File: src/rtl/spi_ram_pkg.sv
// Shared constants and types for the SPI RAM master: frame commands,
// controller state encoding and default frame geometry.
package spi_ram_pkg;

    localparam int CMD_W = 2;

    localparam logic [CMD_W-1:0] CMD_WR_ADDR = 2'b00;
    localparam logic [CMD_W-1:0] CMD_WR_DATA = 2'b01;
    localparam logic [CMD_W-1:0] CMD_RD_ADDR = 2'b10;
    localparam logic [CMD_W-1:0] CMD_RD_DATA = 2'b11;

    // Default frame word width: command bits on top of an 8-bit payload.
    localparam int DEF_ADDR_W = 8;
    localparam int FRAME_W    = DEF_ADDR_W + CMD_W;

    typedef enum logic [2:0] {
        ST_IDLE,
        ST_FRAME,
        ST_RD_WAIT,
        ST_RD_CAP,
        ST_GAP
    } state_t;

endpackage

File: src/rtl/spi_ram_master_shifter.sv
// Frame datapath: parallel-load MOSI shifter, MISO capture shifter and the
// shared bit counter that tells the controller where a frame/capture ends.
module spi_frame_shifter
    import spi_ram_pkg::*;
#(
    parameter int FW     = FRAME_W,
    parameter int DATA_W = FRAME_W - CMD_W
) (
    input  logic              clk,
    input  logic              rst_n,
    input  logic              load,
    input  logic [FW-1:0]     load_word,
    input  logic              frame_en,
    input  logic              cap_en,
    input  logic              miso,
    output logic              mosi,
    output logic              frame_last,
    output logic              cap_last,
    output logic [DATA_W-1:0] cap_next
);

    localparam int CNT_W = $clog2(FW + 1);
    localparam logic [CNT_W-1:0] CNT_FRAME_END = CNT_W'(FW);
    localparam logic [CNT_W-1:0] CNT_CAP_END   = CNT_W'(DATA_W - 1);

    logic [FW-1:0]     sh;
    logic [DATA_W-1:0] cap;
    logic [CNT_W-1:0]  bit_cnt;

    // MOSI comes straight off a flop; the shifter is cleared outside frames
    // so the line idles low.
    assign mosi       = sh[FW-1];
    assign cap_next   = {cap[DATA_W-2:0], miso};
    assign frame_last = frame_en && (bit_cnt == CNT_FRAME_END);
    assign cap_last   = cap_en && (bit_cnt == CNT_CAP_END);

    // Frame cycle 0 repeats the MSB (command-select cycle), so no shift
    // happens at the end of count 0; the word is cleared after the last bit.
    always_ff @(posedge clk or negedge rst_n) begin
        if (!rst_n) begin
            sh      <= '0;
            cap     <= '0;
            bit_cnt <= '0;
        end else if (load) begin
            sh      <= load_word;
            bit_cnt <= '0;
        end else if (frame_en) begin
            if (bit_cnt == CNT_FRAME_END) begin
                sh      <= '0;
                bit_cnt <= '0;
            end else begin
                if (bit_cnt != '0)
                    sh <= {sh[FW-2:0], 1'b0};
                bit_cnt <= bit_cnt + 1'b1;
            end
        end else if (cap_en) begin
            cap     <= cap_next;
            bit_cnt <= (bit_cnt == CNT_CAP_END) ? '0 : bit_cnt + 1'b1;
        end
    end

endmodule

File: src/rtl/spi_ram_master.sv
// SPI RAM master: turns parallel write/read requests into two-frame SPI
// command sequences and returns read data captured from MISO.
module spi_ram_master
    import spi_ram_pkg::*;
#(
    parameter int ADDR_W = 8,
    parameter int DATA_W = 8,
    parameter int RD_LAT = 1,
    parameter int GAP    = 2
) (
    input  logic              clk,
    input  logic              rst_n,
    input  logic              req_valid,
    output logic              req_ready,
    input  logic              req_write,
    input  logic [ADDR_W-1:0] req_addr,
    input  logic [DATA_W-1:0] req_wdata,
    output logic              resp_valid,
    output logic [DATA_W-1:0] resp_rdata,
    output logic              done,
    output logic              MOSI,
    output logic              SS_n,
    input  logic              MISO
);

    localparam int FW = ADDR_W + CMD_W;
    localparam logic [3:0] GAP_LAST = 4'(GAP - 1);
    localparam logic [3:0] LAT_LAST = 4'(RD_LAT - 1);

    if (DATA_W != ADDR_W) begin : g_chk_dw
        $error("spi_ram_master: DATA_W (%0d) must equal ADDR_W (%0d)", DATA_W, ADDR_W);
    end
    if (RD_LAT < 0 || RD_LAT > 7) begin : g_chk_lat
        $error("spi_ram_master: RD_LAT (%0d) outside 0..7", RD_LAT);
    end
    if (GAP < 1 || GAP > 15) begin : g_chk_gap
        $error("spi_ram_master: GAP (%0d) outside 1..15", GAP);
    end

    state_t            state;
    logic              phase;       // 0: first frame of the pair, 1: second
    logic [3:0]        gcnt;        // shared gap / read-latency counter
    logic              lat_write;
    logic [DATA_W-1:0] lat_wdata;
    logic              ss_q, ready_q, done_q, rv_q;
    logic [DATA_W-1:0] rdata_q;

    logic              accept, load, frame_last, cap_last;
    logic [FW-1:0]     load_word;
    logic [DATA_W-1:0] cap_next;

    assign accept     = (state == ST_IDLE) && ready_q && req_valid;
    assign req_ready  = ready_q;
    assign SS_n       = ss_q;
    assign done       = done_q;
    assign resp_valid = rv_q;
    assign resp_rdata = rdata_q;

    // Pick the word for the frame about to start. The first frame is built
    // from the live request (address is never needed again), the second
    // from the latched copy.
    always_comb begin
        load      = 1'b0;
        load_word = '0;
        if (accept) begin
            load      = 1'b1;
            load_word = {(req_write ? CMD_WR_ADDR : CMD_RD_ADDR), req_addr};
        end else if (state == ST_GAP && gcnt == GAP_LAST && !phase) begin
            load      = 1'b1;
            load_word = lat_write ? {CMD_WR_DATA, lat_wdata}
                                  : {CMD_RD_DATA, {ADDR_W{1'b0}}};
        end
    end

    spi_frame_shifter #(
        .FW     (FW),
        .DATA_W (DATA_W)
    ) u_shifter (
        .clk        (clk),
        .rst_n      (rst_n),
        .load       (load),
        .load_word  (load_word),
        .frame_en   (state == ST_FRAME),
        .cap_en     (state == ST_RD_CAP),
        .miso       (MISO),
        .mosi       (MOSI),
        .frame_last (frame_last),
        .cap_last   (cap_last),
        .cap_next   (cap_next)
    );

    // Transaction sequencer with registered SS_n / handshake / pulse outputs.
    always_ff @(posedge clk or negedge rst_n) begin
        if (!rst_n) begin
            state     <= ST_IDLE;
            phase     <= 1'b0;
            gcnt      <= '0;
            lat_write <= 1'b0;
            lat_wdata <= '0;
            ss_q      <= 1'b1;
            ready_q   <= 1'b0;
            done_q    <= 1'b0;
            rv_q      <= 1'b0;
            rdata_q   <= '0;
        end else begin
            done_q <= 1'b0;
            rv_q   <= 1'b0;
            case (state)
                ST_IDLE: begin
                    if (accept) begin
                        state     <= ST_FRAME;
                        phase     <= 1'b0;
                        lat_write <= req_write;
                        lat_wdata <= req_wdata;
                        ss_q      <= 1'b0;
                        ready_q   <= 1'b0;
                    end else begin
                        ready_q <= 1'b1;
                    end
                end
                ST_FRAME: begin
                    if (frame_last) begin
                        gcnt <= '0;
                        if (phase && !lat_write) begin
                            // read-data frame keeps SS_n low through capture
                            state <= (RD_LAT == 0) ? ST_RD_CAP : ST_RD_WAIT;
                        end else begin
                            state <= ST_GAP;
                            ss_q  <= 1'b1;
                        end
                    end
                end
                ST_RD_WAIT: begin
                    if (gcnt == LAT_LAST)
                        state <= ST_RD_CAP;
                    else
                        gcnt <= gcnt + 4'd1;
                end
                ST_RD_CAP: begin
                    if (cap_last) begin
                        state   <= ST_GAP;
                        ss_q    <= 1'b1;
                        rv_q    <= 1'b1;
                        rdata_q <= cap_next;
                        gcnt    <= '0;
                    end
                end
                ST_GAP: begin
                    if (gcnt == GAP_LAST) begin
                        gcnt <= '0;
                        if (!phase) begin
                            phase <= 1'b1;
                            state <= ST_FRAME;
                            ss_q  <= 1'b0;
                        end else begin
                            done_q  <= 1'b1;
                            ready_q <= 1'b1;
                            state   <= ST_IDLE;
                        end
                    end else begin
                        gcnt <= gcnt + 4'd1;
                    end
                end
                default: state <= ST_IDLE;
            endcase
        end
    end

endmodule

File: config.mk
export PLATFORM = sky130hd
export DESIGN_NAME = spi_ram_master
export DESIGN_NICKNAME = d
export VERILOG_FILES = /design/src/rtl/spi_ram_pkg.sv /design/src/rtl/spi_ram_master_shifter.sv /design/src/rtl/spi_ram_master.sv
export SDC_FILE = /design/constraint.sdc
export NUM_CORES = 1
export LEC_CHECK = 0
export BUFFER_PORTS_ARGS = -buffer_cell sky130_fd_sc_hd__buf_4
export CAP_MARGIN = 10
export CORE_ASPECT_RATIO = 0.5
export CORE_MARGIN = 1
export CORE_UTILIZATION = 51
export DETAILED_ROUTE_END_ITERATION = 8
export GPL_TIMING_DRIVEN = 1
export PLACE_DENSITY = 0.75
export SLEW_MARGIN = 10
export SYNTH_ARGS = -nofsm -noshare
export SYNTH_HDL_FRONTEND = slang
export SYNTH_HIERARCHICAL = 1
export SYNTH_SLANG_ARGS = --single-unit
File: constraint.sdc
create_clock -name clk -period 2.17 [get_ports clk]
set_input_delay 0.5425 -clock clk [delete_from_list [all_inputs] [get_ports clk]]
set_output_delay 0.5425 -clock clk [all_outputs]
set_load 0.005 [all_outputs]
After elaboration in Yosys (flattened, before gate mapping):

Index checks and enable logic that the tools add are counted.

* logic and storage cells: 106
* ROM bits: 0
* bits in latches: 0
* bits in registers: 50
* memories kept: 0
* bits in writable memories: 0
* input port bits: 21

* reductions and logical operators: 27
* multipliers: 0
* muxes and demuxes: 46
* div/mod/pow operators: 0
* shift-type cells: 0
* equality and inequality tests: 16
* add/subtract/negate cells: 2
* bitwise logic cells: 2
* $lt $le $gt $ge: 0

Operators with widths (count)
* 10-bit two-way mux: 7
* 4-bit two-way mux: 9
* 1-bit two-way mux: 18
* 3-bit two-way mux: 6
* 2-bit != test, second input constant: 8
* 4-bit one-hot mux with 4 select lines: 1
* 3-bit one-hot mux with 5 select lines: 1
* 4-bit nonzero test: 3
* 3-bit AND reduction: 3
* 4-bit by 1-bit adder with 4-bit output, second input constant: 2
* 1-bit logical AND: 7
* 7-bit AND reduction: 1
* 3-bit by 2-bit equality test with 1-bit output, second input constant: 2
* 2-bit AND reduction: 3
* 3-bit nonzero test: 2
* 5-bit AND reduction: 1
* 4-bit by 1-bit equality test with 1-bit output, second input constant: 1
* 4-bit by 3-bit equality test with 1-bit output, second input constant: 1
* 4-bit equality test, second input constant: 1
* 4-bit zero test: 1
* 1-bit one-hot mux with 2 select lines: 2
* 1-bit one-hot mux with 4 select lines: 1
* 4-bit AND reduction: 1
* 2-bit nonzero test: 2
* other kinds (7): 9

Logic depth before layout (Yosys ltp):

* depth in word-level cells: 7
* depth in mapped cells: 11

Hierarchy:

Netlist, hierarchy kept.

Modules (own cells, without submodules)
* spi_ram_master: seq. area each 726.9 um^2, area each 1456.4 um^2, times used 1, cells each 126
* spi_frame_shifter: seq. area each 525.5 um^2, area each 1093.5 um^2, times used 1, cells each 94

Worst setup path after synthesis:

No wires, ideal clock.

* path type: reg2reg
* start point: register gcnt[1]
* end point: register u_shifter.bit_cnt[2]
* setup slack: -100 ps
* period minus slack after synthesis: 2270 ps
* data arrival time: 2138 ps
* path buffers: 2
* cell stages (with the launch flop): 12
* path through: dfrtp_1 inv_1 ha_1 or3b_1 nor3_4 nor2_1 inv_1 buf_2 buf_2 nor2_1 o21ai_0 o41ai_2

* longest elaborated chain between the ends: 6
* elaborated cells between the ends (all ways): 7
* those cells by class: 1 x eq/ne; 3 x mux; 3 x reduce/logical

Ends and longest elaborated chain
* start: declaration: RTL line spi_ram_master.sv:42 `logic [3:0] gcnt;`
* start signal: assignment: RTL line spi_ram_master.sv:137 `gcnt <= gcnt + 4'd1;`
* start signal: assignment: RTL line spi_ram_master.sv:161 `gcnt <= gcnt + 4'd1;`
* 4-bit by 1-bit equality test with 1-bit output (*): RTL line spi_ram_master.sv:68 `end else if (state == ST_GAP && gcnt == GAP_LAST && !phase) begin`
* 1-bit logical AND (*) (2 in series): RTL line spi_ram_master.sv:68
* 1-bit two-way mux (*): RTL line spi_ram_master.sv:68
* 1-bit two-way mux (*): RTL line spi_ram_master.sv:65 `if (accept) begin`
* via load: RTL line spi_ram_master.sv:48 `logic accept, load, frame_last, cap_last;`
* 3-bit nonzero test (no source line) or 4-bit two-way mux (tied branches)
* end signal: assignment: RTL line spi_ram_master_shifter.sv:54 `bit_cnt <= bit_cnt + 1'b1;`
* end signal: assignment: RTL line spi_ram_master_shifter.sv:58 `bit_cnt <= (bit_cnt == CNT_CAP_END) ? '0 : bit_cnt + 1'b1;`
* end: declaration: RTL line spi_ram_master_shifter.sv:28 `logic [CNT_W-1:0] bit_cnt;`

Mark *: on every way through the listed nets, which the timed path passes. The rest lies on a longest branch.
A chain may end at the register's enable or synchronous reset.

Worst setup path in the final report:

* start point: register gcnt[1]
* end point: register u_shifter.sh[2]

* elaborated cells between the ends (all ways): 11
* those cells by class: 1 x eq/ne; 5 x mux; 5 x reduce/logical

RTL lines
* 4-bit by 1-bit equality test with 1-bit output: RTL line spi_ram_master.sv:68
* 1-bit logical AND (2 in series): RTL line spi_ram_master.sv:68
* 10-bit two-way mux: RTL line spi_ram_master.sv:68
* 10-bit two-way mux: RTL line spi_ram_master.sv:65
* via load_word[2]: RTL line spi_ram_master.sv:49 `logic [FW-1:0] load_word;`
* 10-bit two-way mux: RTL line spi_ram_master_shifter.sv:44 `end else if (load) begin`
* end signal: assignment: RTL line spi_ram_master_shifter.sv:45 `sh <= load_word;`
* end signal: assignment: RTL line spi_ram_master_shifter.sv:53 `sh <= {sh[FW-2:0], 1'b0};`
* end: declaration: RTL line spi_ram_master_shifter.sv:26 `logic [FW-1:0] sh;`

The timed path passes the listed nets, and every way through them passes these cells.

==> metrics.md <==
| Metric | Value |
|---|---|
| Status | finished clean |
| First-pass GRT wire length | just over 8 mm |
| Die height | 52 um |
| Syn nets | between 200 and 250 |
| Syn. warnings | 6 |
| Ranking of synthesized cells by area | dfrtp_1, mux2_2, a22o_1, nand2b_1, ha_1 |
| Area leader, netlist | dfrtp_1 |
| Max Buffers Root-to-Sink | 2 |
| GR Util met1 | 0.289 |
| First drt pass iteration count | 5 |
| CTS Buf Count | 5 |
| Worst path required time | 2.41 ns |
| Post-DP HPWL | 3.56 mm |
| CTS tree | built |
| DR vias | 1,838 |
| DRC | 0 |
| WS Path Type | reg -> reg |
| H-tree lvl count | 2 |
| Std-Cell Rows | 17 |
| Max Cap Viol | 0 |
| Mux cell area share after synthesis | 0.162 |
| Slew Limit Headroom | 0.581 |
| Setup crit end kind | flop |
| Worst-Skew Late Latency | 0.30 ns |
| Core Region | 4590 sq um |
| Pleak | 1.45 nW |
| Clock root cell | clkbuf_8 |
| Die ar. | approximately 5300 sq um |
| Synth Area in Simple Gates | 0.141 |
| CP Launch Type | flop |
| PortBufs | 33 |
| Number of fill cells in the layout | 364 |
| Critical path launch point | gcnt[1] |
| Top cells by count, synth | dfrtp_1, mux2_2, o21ai_0 |
| Initial antenna violation count | 0 |
| Main combinational cell family by area after synthesis | multiplexers |
| Vias in the first global route | 1,714 |
| Clk slew on worst S/H paths | 0.09 ns |
| Worst hold margin | 0.253 ns |
| Adder-Cell Fraction of Synth Area | 0.0294 |
| Peak supply drop | 0.000499 V |
| Slew Limit Fails | 0 |
| Fmax | around 0.47 GHz |
| Met2 Usage GRT | 0.314 |
| I/O Pins | 34 |
| HP Class | in -> async |
| CP endpoint | u_shifter/sh[2] |
| WP data arrival | 2.35 ns |
| Overflow after GRT | 0 |
| All-Layer GR Usage | 0.202 |
| Most frequent cell after synthesis | dfrtp_1 |
| Flops & latches, synth | 50 |
| Final nets | approximately 300 |
| Ant diodes | 0 |
| Initial DRC count | 109 |
| RR Endpoint | u_shifter/sh[2] |
| Post-synthesis xor/xnor area fraction | 0.00687 |
| Vias per cell | 5.36 |
| Placer Congestion | 0.859 |
| Compound-Gate Fraction of Synth Area | 0.134 |
| Final hold violation count | 0 |
| Share of the synthesized area in the top cell type | 0.481 |
| DP Cell Count | 326 |
| Met3 usage | 0.0457 |
| Cells after synthesis | 220 |
| Mean routed wirelength per cell | 15.3 um |
| Reg2reg start | gcnt[1] |
| Pwr dens | 995 nW/um^2 |
| Post-Route WL | 5.26 mm |
| Distinct cells, synth | 43 |
| Syn_area_per_cell | 11.6 sq um |
| Primary FF master, synth | dfrtp_1 |
| Cell area after synthesis | 2550 sq um |
| Final ANT Viol Nets | 0 |
| Post-route non-filler standard cell count | 343 |
| Layout cells sized above 1 | 0.426 |
| Sinks on Clock Net | 50 |
| Asr flop ratio synth | 1.00 |
| Worst-margin pin slew | around 0.63 ns |
| Final setup viols | 0 |
| Final period util | 0.971 |
| Busiest layer in global routing | met2 |
| CP Max Fanout | 8 |
| Die Width | 102 um |
| Fin crit period | between 2 and 2.5 ns |
| P&R area growth vs syn | 25.3% |
| Worst Clk Skew | about 0.008 ns |
| Largest net degree at the start of global routing | 51 |
| FF-to-FF setup slack | between 0.06 and 0.07 ns |
| Cells on worst reg2reg path | 11 |
| Post-synth EDFFs | 0 |
| Initial Util | 0.555 |
| Sequential fraction of the synthesis area | 0.491 |
-- registers in the layout, summed over array words and instances, names as in the netlist --
register / cells
phase: 1
state: 3
resp_valid: 1
u_shifter/bit_cnt: 4
SS_n: 1
lat_write: 1
u_shifter/cap: 7
done: 1
lat_wdata: 8
resp_rdata: 8
gcnt: 4
req_ready: 1
u_shifter/sh: 10
-- critical path, cell delays in order (launching register included) --
cell and delay [ns]:
dfrtp_1 0.39, inv_1 0.07, ha_1 0.16, or3b_4 0.40, nor3_4 0.15, buf_4 0.15
and2_4 0.16, buf_12 0.11, a22o_1 0.12, nand2_1 0.06, o21ai_0 0.09, mux2_2 0.19
-- worst min-delay path by stage --
stage,depth (start not counted),slack [ns],to
after CTS,1,0.27,req_ready
after detailed placement,1,0.49,resp_rdata[4]
after global placement,1,0.49,u_shifter/sh[0]
after floorplan,0,0.25,done
final,1,0.25,req_ready
after global routing,1,0.30,req_ready
-- placed cells by master, fill, tap and decap left out, drive strengths merged, types with 3 or more instances in the layout --
master,count
o21ai,17
ha,6
nor3,3
nor3b,4
mux2,35
nand3,4
buf,60
or3b,3
dfrtp,49
a21oi,4
and2,3
a22o,11
o22ai,4
clkbuf,6
nand2b,13
inv,8
nand2,14
nor2,8
-- final cells by class --
type | instances | area, sq um | area share
clock buffers | 5 | 68.8 | 0.0215
inverters | 8 | 30.0 | 0.00940
flip-flops and latches | 50 | 1250 | 0.392
well taps | 66 | 82.6 | 0.0259
repair buffers | 61 | 495 | 0.155
clock inverters | 2 | 15.0 | 0.00470
multi-input cells | 151 | 1250 | 0.391
-- repair_timing --
action / CTS / global route
setup buffers: 0 / 8
setup endpoints to repair: 2 / 18
pin swaps: 0 / 2
hold buffers: 0 / 0
endpoints found under the hold margin: 0 / 0
gates resized for setup: 1 / 11
cloned: 0 / 2
-- power by group --
part,switching (W),internal [W]
Combinational,0.000570,0.000677
Clock,0.000307,0.000221
Sequential,0.000197,0.00121
-- layer usage --
layer | routed length, um | share of wire
met5 | 0 | 0
met4 | 19 | 0.0036
met3 | 215 | 0.041
met2 | 2450 | 0.47
met1 | 2570 | 0.49
-- kinds of logic after synthesis --
logic type	count (synthesis)
and+or+nand+nor	60
DFF	50
AOI/OAI and AO/OA	45
muxes	37
buffers and inverters	20
adders and majority gates	6
xor gates and xnor gates	2
-- metrics by stage --
stage               total power, W  TNS (ns)  worst slack (ns)  utilization  instance area (sq um)
global placement           0.00247         0            0.0768        0.648                   2980
global route               0.00337   -0.0855           -0.0514        0.695                   3190
floorplan                  0.00219         0            0.0205            -                   2560
CTS                        0.00306         0           0.00865        0.667                   3070
detailed placement         0.00253         0            0.0113        0.648                   2980
finish                     0.00318         0            0.0631        0.695                   3190
No activity file was read; power rests on OpenSTA's default activity.
